--- config.mk ---
export PLATFORM = sky130hd
export DESIGN_NAME = mem_program_loader
export DESIGN_NICKNAME = d
export VERILOG_FILES = /design/src/rtl/mem_program_loader.sv
export SDC_FILE = /design/constraint.sdc
export NUM_CORES = 1
export LEC_CHECK = 0
export CAP_MARGIN = 20
export CORE_UTILIZATION = 28
export DETAILED_ROUTE_END_ITERATION = 8
export PLACE_DENSITY_LB_ADDON = 0.3
export RECOVER_POWER = 25
export SLEW_MARGIN = 10
export SYNTH_ARGS = -nofsm -noshare
export SYNTH_HDL_FRONTEND = slang
export SYNTH_SLANG_ARGS = --single-unit
--- constraint.sdc ---
create_clock -name clock -period 2.6 [get_ports clock]
set_input_delay 0.52 -clock clock [delete_from_list [all_inputs] [get_ports clock]]
set_output_delay 0.52 -clock clock [all_outputs]
set_load 0.005 [all_outputs]
--- src/rtl/mem_program_loader.sv ---
// Byte-stream program loader: packs bytes big-endian into 32-bit words and writes them
// to consecutive word addresses of Memory, holding the CPU in reset until the image is in.
module mem_program_loader #(
  parameter int ADDR_W    = 10,
  parameter int MAX_WORDS = 1024
) (
  input  logic              clock,
  input  logic              reset,
  input  logic              start,
  input  logic [ADDR_W-1:0] base_addr,
  input  logic [ADDR_W:0]   num_words,
  input  logic              in_valid,
  input  logic [7:0]        in_byte,
  output logic              in_ready,
  output logic              mem_wen,
  output logic              mem_ren,
  output logic [31:0]       mem_addr,
  output logic [31:0]       mem_din,
  output logic              busy,
  output logic              done,
  output logic              error,
  output logic              cpu_reset_n,
  output logic [1:0]        state_dbg
);

  // Byte handshake: a byte transfers on a rising edge where in_valid && in_ready are both 1;
  // in_ready depends only on state, never on in_valid.
  typedef enum logic [1:0] {S_IDLE, S_COLLECT, S_WRITE, S_DONE} state_t;

  state_t            state, state_nxt;
  logic [ADDR_W-1:0] base_q;
  logic [ADDR_W:0]   num_q;
  logic [ADDR_W:0]   word_cnt;
  logic [1:0]        byte_cnt;
  logic [23:0]       shift_q;
  logic [ADDR_W+1:0] end_addr;
  logic [ADDR_W-1:0] word_addr;
  logic              range_bad;
  logic              accept;
  logic              last_word;

  assign end_addr  = {2'b0, base_addr} + {1'b0, num_words};
  assign range_bad = end_addr > (ADDR_W+2)'(MAX_WORDS);
  assign word_addr = base_q + word_cnt[ADDR_W-1:0];
  assign accept    = in_valid && in_ready;
  assign last_word = (word_cnt == num_q - (ADDR_W+1)'(1));

  always_ff @(posedge clock or negedge reset) begin
    if (!reset) state <= S_IDLE;
    else        state <= state_nxt;
  end

  always_comb begin
    state_nxt = state;
    case (state)
      S_IDLE, S_DONE: begin
        if (start) begin
          if (num_words == '0) state_nxt = S_DONE;
          else if (range_bad)  state_nxt = S_IDLE;
          else                 state_nxt = S_COLLECT;
        end
      end
      S_COLLECT: if (accept && byte_cnt == 2'd3) state_nxt = S_WRITE;
      S_WRITE:   state_nxt = last_word ? S_DONE : S_COLLECT;
      default:   state_nxt = S_IDLE;
    endcase
  end

  always_comb begin
    in_ready    = (state == S_COLLECT);
    mem_ren     = 1'b0;
    cpu_reset_n = reset & done;
    state_dbg   = state;
  end

  // Registered outputs are loaded from next-state so mem_wen/busy line up with the state.
  always_ff @(posedge clock or negedge reset) begin
    if (!reset) begin
      mem_wen  <= 1'b0;
      mem_addr <= '0;
      mem_din  <= '0;
      busy     <= 1'b0;
      done     <= 1'b0;
      error    <= 1'b0;
      base_q   <= '0;
      num_q    <= '0;
      word_cnt <= '0;
      byte_cnt <= '0;
      shift_q  <= '0;
    end else begin
      mem_wen <= (state_nxt == S_WRITE);
      busy    <= (state_nxt == S_COLLECT) || (state_nxt == S_WRITE);
      case (state)
        S_IDLE, S_DONE: begin
          if (start) begin
            error    <= range_bad && (num_words != '0);
            done     <= (num_words == '0);
            base_q   <= base_addr;
            num_q    <= num_words;
            word_cnt <= '0;
            byte_cnt <= '0;
          end
        end
        S_COLLECT: begin
          if (accept) begin
            shift_q  <= {shift_q[15:0], in_byte};
            byte_cnt <= byte_cnt + 2'd1;
            if (byte_cnt == 2'd3) begin
              mem_din  <= {shift_q, in_byte};
              mem_addr <= {{(32-ADDR_W){1'b0}}, word_addr};
            end
          end
        end
        S_WRITE: begin
          word_cnt <= word_cnt + (ADDR_W+1)'(1);
          if (last_word) done <= 1'b1;
        end
        default: ;
      endcase
    end
  end

endmodule

==> results of run 1 <==
[Yosys cell counts, drive strengths merged (5+ instances only)]
cell / number
a21o: 6
a21oi: 22
a31oi: 5
buf: 30
clkbuf: 11
dfrtp: 106
ha: 25
inv: 21
mux2: 73
nand2: 33
nand3: 10
nand4: 6
nor2: 14
nor3: 14
o21a: 10
o21ai: 24
xnor2: 12
xor2: 11
[worst reg2reg max path: cells and delay by family (launching register included)]
kind | cells | cell delay (ns)
xor+xnor | 1 | 0.13
buf+inv | 2 | 0.17
compound gates | 3 | 0.79
simple gates | 1 | 0.21
flops | 1 | 0.47
fa+ha+maj | 2 | 0.60
[kinds of logic (layout without fill, tap and decap cells)]
family	after synthesis	count (layout)
and+or+nand+nor	117	117
adders and majority gates	27	27
AOI/OAI and AO/OA	106	106
DFF	106	106
xor gates and xnor gates	23	23
buffers and inverters	62	178
muxes	75	75
other	1	23
[area by class of cell]
cell class                      count  area (µm²)
Timing Repair Buffer              141        1250
Tap cell                          270         338
Sequential cell                   106        2650
Fill cell                        1973       12500
Multi-Input combinational cell    371        3060
Clock buffer                        9         225
Clock inverter                      7         103
Inverter                           21        78.8
[power groups by stage]
stage          logic, mW  clock network (mW)  registers [mW]
6_report            1.20                1.50            2.23
5_1_grt             1.33                1.60            2.28
4_1_cts             1.21                1.54            2.24
3_5_place_dp        1.19                   0            2.27
3_3_place_gp        1.16                   0            2.25
2_1_floorplan      0.769                   0            2.17
[through the flow]
stage | util | hold WS, ns | setup WS (ns)
2_1_floorplan | - | 0.224 | 0.0174
3_3_place_gp | 0.357 | 0.481 | -0.632
3_5_place_dp | 0.357 | 0.479 | -0.696
4_1_cts | 0.377 | 0.304 | 0.00318
5_1_grt | 0.381 | 0.510 | -0.00237
6_report | 0.381 | 0.494 | 0.0797
[final timing paths]
kind,end,depth (start not counted),from,slack [ns]
min,mem_addr[7],2,mem_addr[7],0.49
max in group asynchronous,mem_addr[2],2,reset,0.82
min in group asynchronous,num_q[7],2,reset,0.83
min reg2reg,mem_addr[7],2,mem_addr[7],0.49
max reg2reg,busy,9,num_q[0],0.16
max,busy,10,base_addr[1],0.08
[per-layer routing]
metal / share of wire / GRT usage / vias to the layer above
li1: - / - / 2085
met5: 0 / 0 / -
met3: 0.062 / 0.0451 / 18
met2: 0.46 / 0.229 / 108
met1: 0.45 / 0.175 / 2178
met4: 0.021 / 0.0447 / 0
[registers in the layout (all words and copies together), names as in the netlist]
| register | count |
|---|---|
| mem_wen | 1 |
| byte_cnt | 2 |
| mem_din | 32 |
| error | 1 |
| base_q | 10 |
| state_dbg | 2 |
| num_q | 11 |
| busy | 1 |
| shift_q | 24 |
| mem_addr | 10 |
| done | 1 |
| word_cnt | 11 |
[what timing repair did]
item                       4_1_cts  5_1_grt
pin swaps                       12       13
gates resized for setup         29       20
setup endpoints to repair        2        1
buffers inserted                 1        2
==> metrics.json, run 1 <==
{
  "critPathArrivalTime_ns": 2.77,
  "core-area_um2": 20200,
  "clk_path_buf_depth": 2,
  "dp_cells": 906,
  "worstPathRequired_ns": 2.85,
  "globalRouteTotalUtil": 0.140,
  "cp_slowest_stage_delay_ns": 0.32,
  "syn-mean-instance-area_um2": 11.2,
  "power.ir.vdd_worst_mv": 0.314,
  "layout-drive-gt1-share": 0.279,
  "slowest_stage": "sky130_fd_sc_hd__ha_1",
  "detail_route.first_pass.iterations": 4,
  "type_of_the_worst_setup_path": "in -> reg",
  "clk_pin_slew_worst_paths_ns": 0.08,
  "path_delay_family": "compound AO/OA/AOI/OAI gates",
  "fmax_ghz": 0.397,
  "path_common_cell": "sky130_fd_sc_hd__ha_1",
  "fin_tns_setup_ns": 0,
  "fin_crit_ns": 2.52,
  "final-max-slew-violation-count": 0,
  "rows": 52,
  "place.gp.congestion": 0.817,
  "grt_overflow_total": 0,
  "placedInstanceArea_um2": 7230,
  "drt-wirelength-per-cell_um": 15.6,
  "drc_errors": 0,
  "worstPathBufferInverterCount": 2,
  "postSynth.asyncResetShare": 1.00,
  "layout_common_cells": "sky130_fd_sc_hd__dfrtp_1 (106), sky130_fd_sc_hd__mux2_2 (73), sky130_fd_sc_hd__clkdlybuf4s50_1 (61)",
  "drtIter0Drc": 216,
  "cts_root_buf": "sky130_fd_sc_hd__clkbuf_16",
  "total_power_of_the_final_layout_mw": 4.93,
  "post_synth_fa_ha_maj_area_fraction": 0.0610,
  "yosys.area.top_type": "sky130_fd_sc_hd__dfrtp_1",
  "report.final.hold_viol_count": 0,
  "first_global_vias": 4543,
  "initial_core_util": 0.286,
  "leakage_power_nw": 3.46,
  "htree_num_levels": 3,
  "tightest_slew_ns": 1.49,
  "syn-instance-count": 517,
  "synth_warnings": 0,
  "grt_first_pass_wirelength_mm": 23.5,
  "detailed_place_hpwl_mm": 10.5,
  "vias_per_cell": 4.74,
  "synthTopCellsByArea": "sky130_fd_sc_hd__dfrtp_1 (46%), sky130_fd_sc_hd__mux2_2 (14%), sky130_fd_sc_hd__ha_1 (5.4%), sky130_fd_sc_hd__buf_4 (3.1%), sky130_fd_sc_hd__nand2_1 (2.1%)",
  "drv.max_cap_violation_count": 0,
  "switching_share": 0.302,
  "cell_by_cell_listing_of_the_critical_path": "dlygate4sd2_1 -> ha_1 -> a21o_1 -> a211o_1 -> a21oi_2 -> o221ai_2 -> o311a_1 -> or2_1 -> ha_1 -> inv_1",
  "nNetsFinal": 710,
  "finalInstanceArea_um2": 7710,
  "synth-seq-area-share": 0.458,
  "post-synth-top-area-fraction": 0.458,
  "num_vias": 4389,
  "post_synth_xor_area_fraction": 0.0348,
  "dominant_combinational_cell_family_by_area_after_synthesis": "multiplexers",
  "worstSetupStartpointType": "input port",
  "cts_inserted_buffers": 9,
  "ioPinCount": 106,
  "final_instance_count_without_filler_cells": 925,
  "holdCritPathClass": "reg -> reg",
  "grt_start_max_net_pins": 107,
  "share_of_synthesized_area_spent_on_multiplexers": 0.146,
  "die_w_um": 146,
  "setup-violations-final": 0,
  "crit_fanout": 3,
  "antenna_violating_nets_post_route": 0,
  "pwr-share-clk": 0.303,
  "floorplan.die_area_um2": 21200,
  "max_slew_margin": 0.00774,
  "synth_compound_area_frac": 0.132,
  "clk-insertion-delay-late_ns": 0.36,
  "run_status": "completed",
  "synth_simple_gate_area_share": 0.111,
  "power_density_nw_per_um2": 640,
  "fin_skew_ns": 0.0139,
  "internal-power_mw": 3.44,
  "tritoncts": "yes",
  "post_synth_instance_area_um2": 5790,
  "dieHeight_um": 146,
  "seq_power_share": 0.453,
  "portBuffers": 82,
  "layout.cells.most_common": "sky130_fd_sc_hd__dfrtp_1",
  "syn2layout_area_growth_pct": 33.2,
  "route.final.wire_length_mm": 14.4,
  "setup.worst_path.end_class": "register",
  "final_min_period_over_clock_period": 0.969,
  "synth-main-ff-cell": "sky130_fd_sc_hd__dfrtp_1",
  "synth-edff-count": 0,
  "netSwitchingPower_mw": 1.49,
  "synth_seq_cells": 106,
  "antenna_found_initial": 1,
  "post_cts_hold_buffer_count": 0,
  "ys_types": 68,
  "comb_power_share": 0.244,
  "cts_sinks": 106,
  "num_antenna_cells": 0
}
No activity file was read; power rests on OpenSTA's default activity.
==> run 2, diff against run 1 <==
--- a/config.mk
+++ b/config.mk
@@ -6,10 +6,13 @@
 export NUM_CORES = 1
 export LEC_CHECK = 0
 export CAP_MARGIN = 20
-export CORE_UTILIZATION = 28
+export CELL_PAD_IN_SITES_DETAIL_PLACEMENT = 1
+export CELL_PAD_IN_SITES_GLOBAL_PLACEMENT = 2
+export CORE_UTILIZATION = 34
 export DETAILED_ROUTE_END_ITERATION = 8
 export PLACE_DENSITY_LB_ADDON = 0.3
 export RECOVER_POWER = 25
+export SETUP_SLACK_MARGIN = 0.1
 export SLEW_MARGIN = 10
 export SYNTH_ARGS = -nofsm -noshare
 export SYNTH_HDL_FRONTEND = slang
==> run 2 against run 1 <==
  * Clock skew down 0.0021 ns
  * Clock power decreased by 9%
  * Highest routed layer unchanged
  * Critical endpoint unchanged
  * Via count increased by 1.8%
  * Critical path depth shrank 1
==> metrics.json, run 2 (same netlist as run 1, synthesis figures left out) <==
{
  "ioPinCount": {"value": 106, "change": "unchanged"},
  "crit_fanout": {"value": 4, "change": "+1"},
  "worstSetupStartpointType": "input port",
  "type_of_the_worst_setup_path": "in -> reg",
  "first_global_vias": {"value": 4887, "change": "+7.6%"},
  "switching_share": {"value": 0.305, "change": "+0.00278"},
  "tightest_slew": {"value": 1.47, "unit": "ns", "change": "-0.0228 ns"},
  "max_slew_margin": {"value": 0.0229, "change": "+0.0152"},
  "leakage_power": {"value": 3.45, "unit": "nW", "change": "-0.40%"},
  "portBuffers": {"value": 82, "change": "unchanged"},
  "fmax": {"value": 0.397, "unit": "GHz", "change": "about the same"},
  "comb_power_share": {"value": 0.257, "change": "+0.013"},
  "globalRouteTotalUtil": {"value": 0.186, "change": "+0.0463"},
  "cts_inserted_buffers": {"value": 9, "change": "unchanged"},
  "setup.worst_path.end_class": "register",
  "biggest_regs": "mem_din: 32 flops, shift_q: 24 flops",
  "place.gp.congestion": {"value": 0.840, "change": "+2.7%"},
  "run_status": "completed",
  "floorplan.die_area": {"value": 17500, "unit": "µm²", "change": "-17%"},
  "cts_root_buf": "sky130_fd_sc_hd__clkbuf_16",
  "initial_core_util": {"value": 0.349, "change": "+0.0629"},
  "fin_skew": {"value": 0.0118, "unit": "ns", "change": "-0.00206 ns"},
  "grt_overflow_total": {"value": 0, "change": "unchanged"},
  "internal-power": {"value": 3.37, "unit": "mW", "change": "-2.2%"},
  "drt-wirelength-per-cell": {"value": 17.7, "unit": "µm", "change": "+13%"},
  "final_min_period_over_clock_period": {"value": 0.970, "change": "about the same"},
  "seq_power_share": {"value": 0.460, "change": "+0.007"},
  "clk_pin_slew_worst_paths": {"value": 0.08, "unit": "ns", "change": "about the same"},
  "core-area": {"value": 16600, "unit": "µm²", "change": "-18%"},
  "fin_crit": {"value": 2.52, "unit": "ns", "change": "+0.00133 ns"},
  "num_vias": {"value": 4470, "change": "+1.8%"},
  "final-max-slew-violation-count": {"value": 0, "change": "unchanged"},
  "fin_tns_setup": {"value": 0, "unit": "ns", "change": "unchanged"},
  "antenna_violating_nets_post_route": {"value": 0, "change": "unchanged"},
  "cts_sinks": {"value": 106, "change": "unchanged"},
  "report.final.hold_viol_count": {"value": 0, "change": "unchanged"},
  "grt_start_max_net_pins": {"value": 107, "change": "unchanged"},
  "netSwitchingPower": {"value": 1.48, "unit": "mW", "change": "-0.85%"},
  "setup_ws": {"value": 0.0784, "unit": "ns", "change": "-0.00133 ns"},
  "power.ir.vdd_worst": {"value": 0.536, "unit": "mV", "change": "+71%"},
  "placedInstanceArea": {"value": 7190, "unit": "µm²", "change": "-0.57%"},
  "worstPathRequired": {"value": 2.86, "unit": "ns", "change": "about the same"},
  "layout_common_cells": "sky130_fd_sc_hd__dfrtp_1 (106), sky130_fd_sc_hd__mux2_2 (73), sky130_fd_sc_hd__clkdlybuf4s50_1 (63)",
  "rows": {"value": 47, "change": "-9.6%"},
  "power_density": {"value": 634, "unit": "nW/µm²", "change": "-1.1%"},
  "drc_errors": {"value": 0, "change": "unchanged"},
  "die_w": {"value": 132, "unit": "µm", "change": "-9.1%"},
  "route.final.wire_length": {"value": 15.6, "unit": "mm", "change": "+7.8%"},
  "hold-path-cell-count": {"value": 2, "change": "unchanged"},
  "largest_register_ff_count": {"value": 32, "change": "unchanged"},
  "detailed_place_hpwl": {"value": 11.5, "unit": "mm", "change": "+9.9%"},
  "setup_repair_after_global_routing_missed_its_margin": "yes",
  "finalInstanceArea": {"value": 7650, "unit": "µm²", "change": "-0.71%"},
  "detailedPlace.worstSlack": {"value": -0.720, "unit": "ns", "change": "-0.0235 ns"},
  "grt_first_pass_wirelength": {"value": 25.5, "unit": "mm", "change": "+8.7%"},
  "vias_per_cell": {"value": 5.08, "change": "+7.1%"},
  "drtIter0Drc": {"value": 149, "change": "-31%"},
  "setup-violations-final": {"value": 0, "change": "unchanged"},
  "nNetsFinal": {"value": 715, "change": "+0.70%"},
  "dieHeight": {"value": 132, "unit": "µm", "change": "-9.1%"},
  "drv.max_cap_violation_count": {"value": 0, "change": "unchanged"},
  "layout-drive-gt1-share": {"value": 0.297, "change": "+0.0176"},
  "rrSetupSlack": {"value": 0.23, "unit": "ns", "change": "+0.07 ns"},
  "pwr-share-clk": {"value": 0.282, "change": "-0.021"},
  "holdCritPathClass": "reg -> reg",
  "antenna_found_initial": {"value": 0, "change": "-1"},
  "tritoncts": "yes",
  "clk-insertion-delay-late": {"value": 0.36, "unit": "ns", "change": "about the same"},
  "worstRegToRegCells": {"value": 9, "change": "unchanged"},
  "largest_register": "mem_din",
  "clk_path_buf_depth": {"value": 2, "change": "unchanged"},
  "num_antenna_cells": {"value": 0, "change": "unchanged"},
  "htree_num_levels": {"value": 3, "change": "unchanged"},
  "layout.cells.most_common": "sky130_fd_sc_hd__dfrtp_1",
  "critPathArrivalTime": {"value": 2.78, "unit": "ns", "change": "about the same"},
  "syn2layout_area_growth_pct": 32.2,
  "detail_route.first_pass.iterations": {"value": 4, "change": "unchanged"}
}
-- run 2: cell count changes in the layout (fill, tap and decap cells not counted), sizes merged --
cell / before / now
bufinv: 1 / 0
dlygate4sd2: 8 / 6
dlymetal6s2s: 6 / 2
buf: 60 / 71
clkdlybuf4s15: 3 / 2
clkdlybuf4s50: 61 / 63
-- run 2: critical path, stage by stage --
cell and delay, ns:
sky130_fd_sc_hd__clkdlybuf4s50_1 0.44, sky130_fd_sc_hd__ha_1 0.35, sky130_fd_sc_hd__a21bo_2 0.24, sky130_fd_sc_hd__a31o_1 0.21, sky130_fd_sc_hd__o21a_1 0.13, sky130_fd_sc_hd__o311a_1 0.37
sky130_fd_sc_hd__or2_1 0.22, sky130_fd_sc_hd__ha_1 0.27, sky130_fd_sc_hd__inv_1 0.03
-- run 2: stage by stage --
| step | total power, mW | hold slack, ns | cells | utilization |
|---|---|---|---|---|
| after global routing | 5.12 | 0.518 | 880 | 0.461 |
| after global placement | 3.40 | 0.466 | 856 | 0.434 |
| final | 4.85 | 0.489 | 880 | 0.461 |
| after floorplan | 2.94 | 0.224 | 539 | - |
| after detailed placement | 3.48 | 0.478 | 856 | 0.434 |
| after CTS | 4.91 | 0.311 | 879 | 0.461 |
-- run 2: path summary, 6_finish.rpt --
path | start | to
min | mem_addr[7] | mem_addr[7]
max in group asynchronous | reset | error
max reg2reg | num_q[0] | busy
min reg2reg | mem_addr[7] | mem_addr[7]
min in group asynchronous | reset | num_q[2]
max | base_addr[9] | busy
-- run 2: area by class of cell --
type / instances / area [µm²]
Clock buffer: 10 / 239
Clock inverter: 6 / 56.3
Fill cell: 1839 / 8930
Inverter: 21 / 78.8
Multi-Input combinational cell: 371 / 3060
Sequential cell: 106 / 2650
Tap cell: 220 / 275
Timing Repair Buffer: 146 / 1290
-- run 2: per-layer routing --
| metal | vias to the layer above | track usage | wire, µm |
|---|---|---|---|
| met5 | - | 0 | 0 |
| met4 | 0 | 0.0664 | 405 |
| met3 | 27 | 0.0513 | 709 |
| met2 | 83 | 0.317 | 7660 |
| met1 | 2266 | 0.226 | 6800 |
| li1 | 2094 | - | - |
-- run 2: what timing repair did --
item	in CTS	in global routing
pin swaps	17	7
buffers inserted	7	1
setup endpoints to repair	4	2
hold buffers	0	0
resized for setup	70	4
-- run 2: power by group through the flow --
stage          Clock, mW  Combinational (mW)  Sequential [mW]
4_1_cts             1.41                1.25             2.24
3_3_place_gp           0                1.15             2.24
2_1_floorplan          0               0.772             2.17
6_report            1.37                1.25             2.23
3_5_place_dp           0                1.21             2.27
5_1_grt             1.47                1.37             2.28
